File: src/rtl/load_store_unit.sv
// load_store_unit: memory-access stage of the Yu Core single-cycle datapath.
// Issues byte/half/word loads and stores on a ready-handshaked data bus and
// holds the core via a combinational stall until the access completes.
//
// Optional feature: define LSU_MISALIGN_TRAP_EN to flag misaligned requests
// instead of forcing them to alignment.
//
// Ports:
//   clk, rst            core clock, asynchronous active-low reset
//   req_valid/req_write load/store request, 1 = store
//   f3                  instruction funct3 (size and signedness)
//   address             effective byte address from the ALU
//   store_data          rs2 value
//   stall               combinational: hold PC/instruction while high
//   load_data           extended load result, load_valid pulses in DONE
//   misaligned          misaligned-request flag (tied 0 without the trap)
//   mem_*               data-memory bus (word-aligned address, byte strobes)
module load_store_unit #(
    parameter int unsigned XLEN = 32
) (
    input  logic            clk,
    input  logic            rst,
    input  logic            req_valid,
    input  logic            req_write,
    input  logic [2:0]      f3,
    input  logic [XLEN-1:0] address,
    input  logic [XLEN-1:0] store_data,
    output logic            stall,
    output logic [XLEN-1:0] load_data,
    output logic            load_valid,
    output logic            misaligned,
    output logic            mem_req,
    output logic            mem_we,
    output logic [XLEN-1:0] mem_addr,
    output logic [XLEN-1:0] mem_wdata,
    output logic [3:0]      mem_wstrb,
    input  logic [XLEN-1:0] mem_rdata,
    input  logic            mem_ready
);

    typedef enum logic [1:0] {IDLE, BUSY, DONE} state_t;
    typedef enum logic [1:0] {SZ_B, SZ_H, SZ_W} size_t;

    state_t state_q, state_d;

    // Access attributes captured at request time for the load-lane select.
    size_t      op_size_q, op_size_d;
    logic       op_uns_q,  op_uns_d;
    logic [1:0] op_off_q,  op_off_d;

    logic            mem_req_d, mem_we_d, load_valid_d;
    logic [XLEN-1:0] mem_addr_d, mem_wdata_d, load_data_d;
    logic [3:0]      mem_wstrb_d;

    // Request decode: size, lane offset, write lanes.
    size_t           req_size;
    logic [1:0]      req_off;
    logic [XLEN-1:0] req_wdata;
    logic [3:0]      req_wstrb;

    always_comb begin
        req_size = SZ_W;
        if (req_write) begin
            unique case (f3[1:0])
                2'b00:   req_size = SZ_B;
                2'b01:   req_size = SZ_H;
                default: req_size = SZ_W;
            endcase
        end else begin
            unique case (f3)
                3'b000, 3'b100: req_size = SZ_B;
                3'b001, 3'b101: req_size = SZ_H;
                default:        req_size = SZ_W;
            endcase
        end
    end

    // Offset forced to natural alignment; misaligned requests are either
    // trapped before reaching the bus or silently aligned here.
    always_comb begin
        req_off   = 2'b00;
        req_wdata = store_data;
        req_wstrb = 4'b1111;
        unique case (req_size)
            SZ_B: begin
                req_off   = address[1:0];
                req_wdata = {4{store_data[7:0]}};
                req_wstrb = 4'b0001 << req_off;
            end
            SZ_H: begin
                req_off   = {address[1], 1'b0};
                req_wdata = {2{store_data[15:0]}};
                req_wstrb = 4'b0011 << req_off;
            end
            default: begin
                req_off   = 2'b00;
                req_wdata = store_data;
                req_wstrb = 4'b1111;
            end
        endcase
    end

    // Load lane extraction and extension from the live bus data.
    logic [7:0]      rd_byte;
    logic [15:0]     rd_half;
    logic [XLEN-1:0] rd_ext;

    always_comb begin
        rd_byte = mem_rdata[{op_off_q, 3'b000} +: 8];
        rd_half = mem_rdata[{op_off_q[1], 4'b0000} +: 16];
        unique case (op_size_q)
            SZ_B:    rd_ext = {{24{~op_uns_q & rd_byte[7]}}, rd_byte};
            SZ_H:    rd_ext = {{16{~op_uns_q & rd_half[15]}}, rd_half};
            default: rd_ext = mem_rdata;
        endcase
    end

`ifdef LSU_MISALIGN_TRAP_EN
    logic req_mis;
    logic misaligned_d;
    assign req_mis = ((req_size == SZ_H) && address[0]) ||
                     ((req_size == SZ_W) && (address[1:0] != 2'b00));
`endif

    // Next-state and registered-output logic.
    always_comb begin
        state_d      = state_q;
        op_size_d    = op_size_q;
        op_uns_d     = op_uns_q;
        op_off_d     = op_off_q;
        mem_req_d    = mem_req;
        mem_we_d     = mem_we;
        mem_addr_d   = mem_addr;
        mem_wdata_d  = mem_wdata;
        mem_wstrb_d  = mem_wstrb;
        load_data_d  = load_data;
        load_valid_d = 1'b0;
`ifdef LSU_MISALIGN_TRAP_EN
        misaligned_d = 1'b0;
`endif
        unique case (state_q)
            IDLE: begin
                if (req_valid) begin
                    op_size_d   = req_size;
                    op_uns_d    = f3[2];
                    op_off_d    = req_off;
                    mem_we_d    = req_write;
                    mem_addr_d  = {address[XLEN-1:2], 2'b00};
                    mem_wdata_d = req_wdata;
                    mem_wstrb_d = req_write ? req_wstrb : 4'b0000;
`ifdef LSU_MISALIGN_TRAP_EN
                    if (req_mis) begin
                        state_d      = DONE;
                        misaligned_d = 1'b1;
                    end else begin
                        state_d   = BUSY;
                        mem_req_d = 1'b1;
                    end
`else
                    state_d   = BUSY;
                    mem_req_d = 1'b1;
`endif
                end
            end
            BUSY: begin
                if (mem_ready) begin
                    state_d   = DONE;
                    mem_req_d = 1'b0;
                    if (!mem_we) begin
                        load_valid_d = 1'b1;
                        load_data_d  = rd_ext;
                    end
                end
            end
            default: begin
                // DONE: same instruction still presents req_valid; ignore it.
                state_d = IDLE;
            end
        endcase
    end

    always_ff @(posedge clk or negedge rst) begin
        if (!rst) begin
            state_q    <= IDLE;
            op_size_q  <= SZ_W;
            op_uns_q   <= 1'b0;
            op_off_q   <= 2'b00;
            mem_req    <= 1'b0;
            mem_we     <= 1'b0;
            mem_addr   <= '0;
            mem_wdata  <= '0;
            mem_wstrb  <= 4'b0000;
            load_data  <= '0;
            load_valid <= 1'b0;
        end else begin
            state_q    <= state_d;
            op_size_q  <= op_size_d;
            op_uns_q   <= op_uns_d;
            op_off_q   <= op_off_d;
            mem_req    <= mem_req_d;
            mem_we     <= mem_we_d;
            mem_addr   <= mem_addr_d;
            mem_wdata  <= mem_wdata_d;
            mem_wstrb  <= mem_wstrb_d;
            load_data  <= load_data_d;
            load_valid <= load_valid_d;
        end
    end

`ifdef LSU_MISALIGN_TRAP_EN
    always_ff @(posedge clk or negedge rst) begin
        if (!rst) misaligned <= 1'b0;
        else      misaligned <= misaligned_d;
    end
`else
    assign misaligned = 1'b0;
`endif

    // Stall covers the request cycle and every BUSY cycle, never in reset.
    assign stall = rst && (((state_q == IDLE) && req_valid) || (state_q == BUSY));

endmodule

File: config.mk
export PLATFORM = sky130hd
export DESIGN_NAME = load_store_unit
export DESIGN_NICKNAME = d
export VERILOG_FILES = /design/src/rtl/load_store_unit.sv
export SDC_FILE = /design/constraint.sdc
export NUM_CORES = 1
export LEC_CHECK = 0
export CAP_MARGIN = 30
export CORE_ASPECT_RATIO = 1.1
export CORE_MARGIN = 2
export CORE_UTILIZATION = 48
export CTS_BUF_LIST = sky130_fd_sc_hd__clkbuf_2
export DETAILED_ROUTE_END_ITERATION = 16
export PLACE_DENSITY = 0.88
export SETUP_SLACK_MARGIN = 0.1
export SYNTH_ARGS = -nofsm -noshare
export SYNTH_HDL_FRONTEND = slang
export SYNTH_SLANG_ARGS = --single-unit
File: constraint.sdc
create_clock -name clk -period 3.26 [get_ports clk]
set_input_delay 0.652 -clock clk [delete_from_list [all_inputs] [get_ports clk]]
set_output_delay 0.652 -clock clk [all_outputs]
set_load 0.01 [all_outputs]
Word level (Yosys, flattened, before mapping) --
Cells that the tools add are included. W data, S select, Z words.
Word-level totals: bits of input ports 104, bits in registers 108, output and inout port bits 105, word-level logic and storage cells 60
Operators by class: reduce and logical (&&, ||, !) cells 15, equality and inequality tests 9, muxes and demuxes 17, shifts and indexed selects 4, bitwise gates (word level) 4
Operators with widths (count):
- $pmux W32 S2 | 2
- $shiftx A32 B6 Y16 | 1
- $shiftx A32 B6 Y8 | 1
- $pmux W2 S2 | 4
- $eq A2 B1 Y1 const B | 4
- $logic_not A2 Y1 | 4
- $pmux W4 S2 | 1
- $eq A3 B3 Y1 const B | 2
- $mux W2 | 3
- $reduce_and A3 Y1 | 2
- $mux W1 | 5
- $mux W4 | 1
- $ne A2 B2 Y1 const B | 2
- $reduce_and A2 Y1 | 2
- $reduce_or A2 Y1 | 2
- $shl A1 B2 Y4 const A | 1
- $shl A2 B2 Y4 const A | 1
- $eq A3 B1 Y1 const B | 1
- $logic_not A3 Y1 | 1
- $and A1 B1 Y1 | 2
- $logic_and A1 B1 Y1 | 2
- $not A1 Y1 | 2
- $pmux W1 S2 | 1
- $reduce_bool A2 Y1 | 1
- $logic_or A1 B1 Y1 | 1

Depth between registers and ports, before layout --
depth in word-level cells 7, depth in mapped cells 7, gate-level depth less buffers 5

Worst setup path after synthesis --
Ideal clock, no wire load.
kind input to output, start point in req_valid, end point out stall, path slack 1731 ps, stages on the path 2, arrival time 877 ps, data required time 2608 ps, cells stage by stage o21bai_1 -> nor2_1
Between the ends: longest elaborated chain between the ends 3
Ends and longest elaborated chain:
- from (decl) | line 23 | input logic req_valid,
- $logic_and A1 B1 Y1 | line 220 | assign stall = rst && (((state_q == IDLE) && req_valid) || (state_q == BUSY));
- $logic_or A1 B1 Y1 | line 220
- $logic_and A1 B1 Y1 | line 220
- to (decl) | line 28 | output logic stall,
Every way passes these cells.

Worst setup path after layout --
Ends and elaborated chain as after synthesis.

==> results.json <==
{
  "synthTopCellsByArea": "dfrtp_1 (53%), nand2_1 (13%), mux2i_1 (5.2%)",
  "finalSetupTns_ns": 0,
  "synth.top_cells.by_count": "nand2_1 (176), dfrtp_1 (107), nand3_1 (45), o21ai_0 (37), mux2i_1 (26)",
  "slew_violations": 0,
  "worstPathArrival_ns": 1.92,
  "htreeDepth": 3,
  "drive_gt1_frac": 0.07212,
  "ant_nets": 0,
  "timing.fmax_mhz": 389.4,
  "dpl_worst_slack_ns": 0.7060,
  "fin_crit_sh": 0.7878,
  "synth_largest_area_cell": "dfrtp_1",
  "max_slew.worst_pin.slew_ns": 0.7902,
  "grt_pass1_wl_mm": 23.45,
  "period_needed_ns": 2.568,
  "io_pins": 209,
  "status": "completed",
  "num-nets-final": 821,
  "fillCellCount": 790,
  "antenna_found_initial": 0,
  "seq_area_frac_synth": 0.5362,
  "p_leak_nw": 3.271,
  "yosys.area.top_type_share": 0.5310,
  "die_y_um": 111.5,
  "crit_family": "buffers and inverters",
  "post_dp_cell_area_mm2": 0.007069,
  "grt_setup_unrepaired": "false",
  "fin_skew_ns": 0.01203,
  "crit_path_end_kind": "output port",
  "critPathKind": "primary input to output port",
  "setup_viol": 0,
  "synth-edff-count": 0,
  "yosysWarningCount": 0,
  "dr.pass1.iters": 5,
  "antenna_cells": 0,
  "start_util": 0.4897,
  "cts_made_buffers": 9,
  "gp_congestion": 0.8545,
  "powerDensity_mw_per_mm2": 837.6,
  "wl_mm": 14.71,
  "path_buf_inv": 2,
  "finalWorstSetupSlack_ns": 0.6919,
  "dp_cells": 849,
  "synth-main-ff-cell": "dfrtp_1",
  "netlist_instances": 532,
  "grt_pass1_vias": 4786,
  "place_hpwl_mm": 10.94,
  "cts_hold_buf": 0,
  "yosysMostFrequentCell": "nand2_1",
  "drc": 0,
  "cts_resized": 0,
  "crit_chain": "clkdlybuf4s50_1 > o21bai_1 > nor2_1 > clkdlybuf4s50_1",
  "cts_buffer_depth": 2,
  "peakVddDrop_v": 0.0005411,
  "slowest_stage": "clkdlybuf4s50_1",
  "hold_ws_ns": 0.1324,
  "fin_cells": 864,
  "grt_max_degree": 63,
  "clock-sinks": 108,
  "cp_max_fo": 3,
  "async_flop_share": 1.000,
  "grt.overflow.total": 0,
  "grt.total_usage": 0.2626,
  "worstSetupStartpointType": "primary input",
  "synth_area_mm2": 0.005042,
  "critPathRequiredTime_ns": 2.61,
  "stdcell_area_mm2": 0.007218,
  "dieArea_mm2": 0.01134,
  "hp-class": "primary input to asynchronous set/reset pin",
  "clockRootBuffer": "clkbuf_2",
  "clk_pin_slew_ns": 0.27,
  "cts_tree": "built",
  "total_power_mw": 6.046,
  "drtIter0Drc": 261,
  "synth_cell_type_count": 45,
  "rows": 39,
  "avgRoutedWirePerCell_um": 17.02,
  "syn_to_final_growth_pct": 43.15,
  "ys_ff_latch": 108,
  "utilization": 0.7011,
  "vias": 4590,
  "portBuffers": 205,
  "worstSkewPairLatency_ns": 0.57,
  "vias_per_cell": 5.313,
  "slew_headroom": 0.4732,
  "die_x_um": 101.7,
  "cp_slowest_stage_delay_ns": 0.54,
  "maxCapViolations": 0,
  "cp_common_cell": "clkdlybuf4s50_1",
  "hold_viol_final": 0,
  "coreArea_mm2": 0.01030,
  "syn_area_per_cell_um2": 9.478,
  "postCtsSetupBuffers": 0
}
-- registers in the layout (all words and copies together), names as in the netlist --
register,cells
mem_wdata,32
op_size_q,2
state_q,2
load_data,32
mem_addr,30
mem_wstrb,4
mem_req,1
op_uns_q,1
load_valid,1
op_off_q,2
mem_we,1
-- path summary, 6_finish.rpt --
check / slack (ns) / cells past startpoint / endpoint / startpoint
worst max-delay path: 0.69 / 4 / stall / req_valid
worst min-delay path: 0.13 / 2 / load_data[3] / rst
worst max register to register: 1.13 / 4 / load_data[8] / op_off_q[1]
worst min register to register: 0.51 / 2 / mem_wdata[2] / mem_wdata[2]
max in group asynchronous: 1.89 / 3 / mem_addr[4] / rst
min in group clk: 0.51 / 2 / mem_wdata[2] / mem_wdata[2]
-- power breakdown --
group	internal [mW]	total, mW	switching [mW]
clock	0.321	0.752	0.431
combinational	1.54	2.87	1.33
sequential	1.95	2.42	0.466
-- per-layer routing --
layer / global-route usage / routed length, um
met5: 0 / 0
met4: 0.08739 / 332
met3: 0.1055 / 1753
met2: 0.4311 / 7179
met1: 0.3119 / 5442
-- cell type report --
cell class	instances	area, um^2	area share
Clock buffer	9	45.04	0.006240
Timing Repair Buffer	214	2130	0.2950
Clock inverter	6	103.9	0.01439
Inverter	4	15.01	0.002080
Tap cell	143	178.9	0.02479
Multi-Input combinational cell	380	2042	0.2829
Sequential cell	108	2704	0.3746
-- kinds of logic (layout without fill, tap and decap cells) --
kind of cell    Yosys count  count (layout)  share of synthesized area
compound gates           81              81                     0.1062
buf+inv                  46             233                    0.06079
flops                   108             108                     0.5362
mux                      27              27                    0.05434
other cells               1               3                  0.0007437
simple gates            269             269                     0.2417
-- cells in the final DEF, fill, tap and decap left out, types with 2 or more instances in the layout --
cell | Yosys | final
a21oi_1 | 10 | 10
a21oi_2 | 2 | 2
a221o_1 | 7 | 7
a221oi_1 | 7 | 7
a22o_1 | 2 | 2
a31oi_1 | 7 | 7
buf_4 | 6 | 9
bufinv_16 | 0 | 3
clkbuf_2 | 1 | 9
clkdlybuf4s50_1 | 0 | 204
clkinv_2 | 0 | 2
conb_1 | 1 | 3
dfrtp_1 | 107 | 107
inv_1 | 3 | 3
mux2i_1 | 26 | 26
nand2_1 | 176 | 175
nand2b_1 | 2 | 2
nand3_1 | 45 | 45
nand3_2 | 10 | 10
nand3b_1 | 3 | 3
nor2_1 | 21 | 21
o21ai_0 | 37 | 37
o21ai_1 | 2 | 2
o21ai_2 | 2 | 2
or3_1 | 2 | 2
No activity file was read; power rests on OpenSTA's default activity.
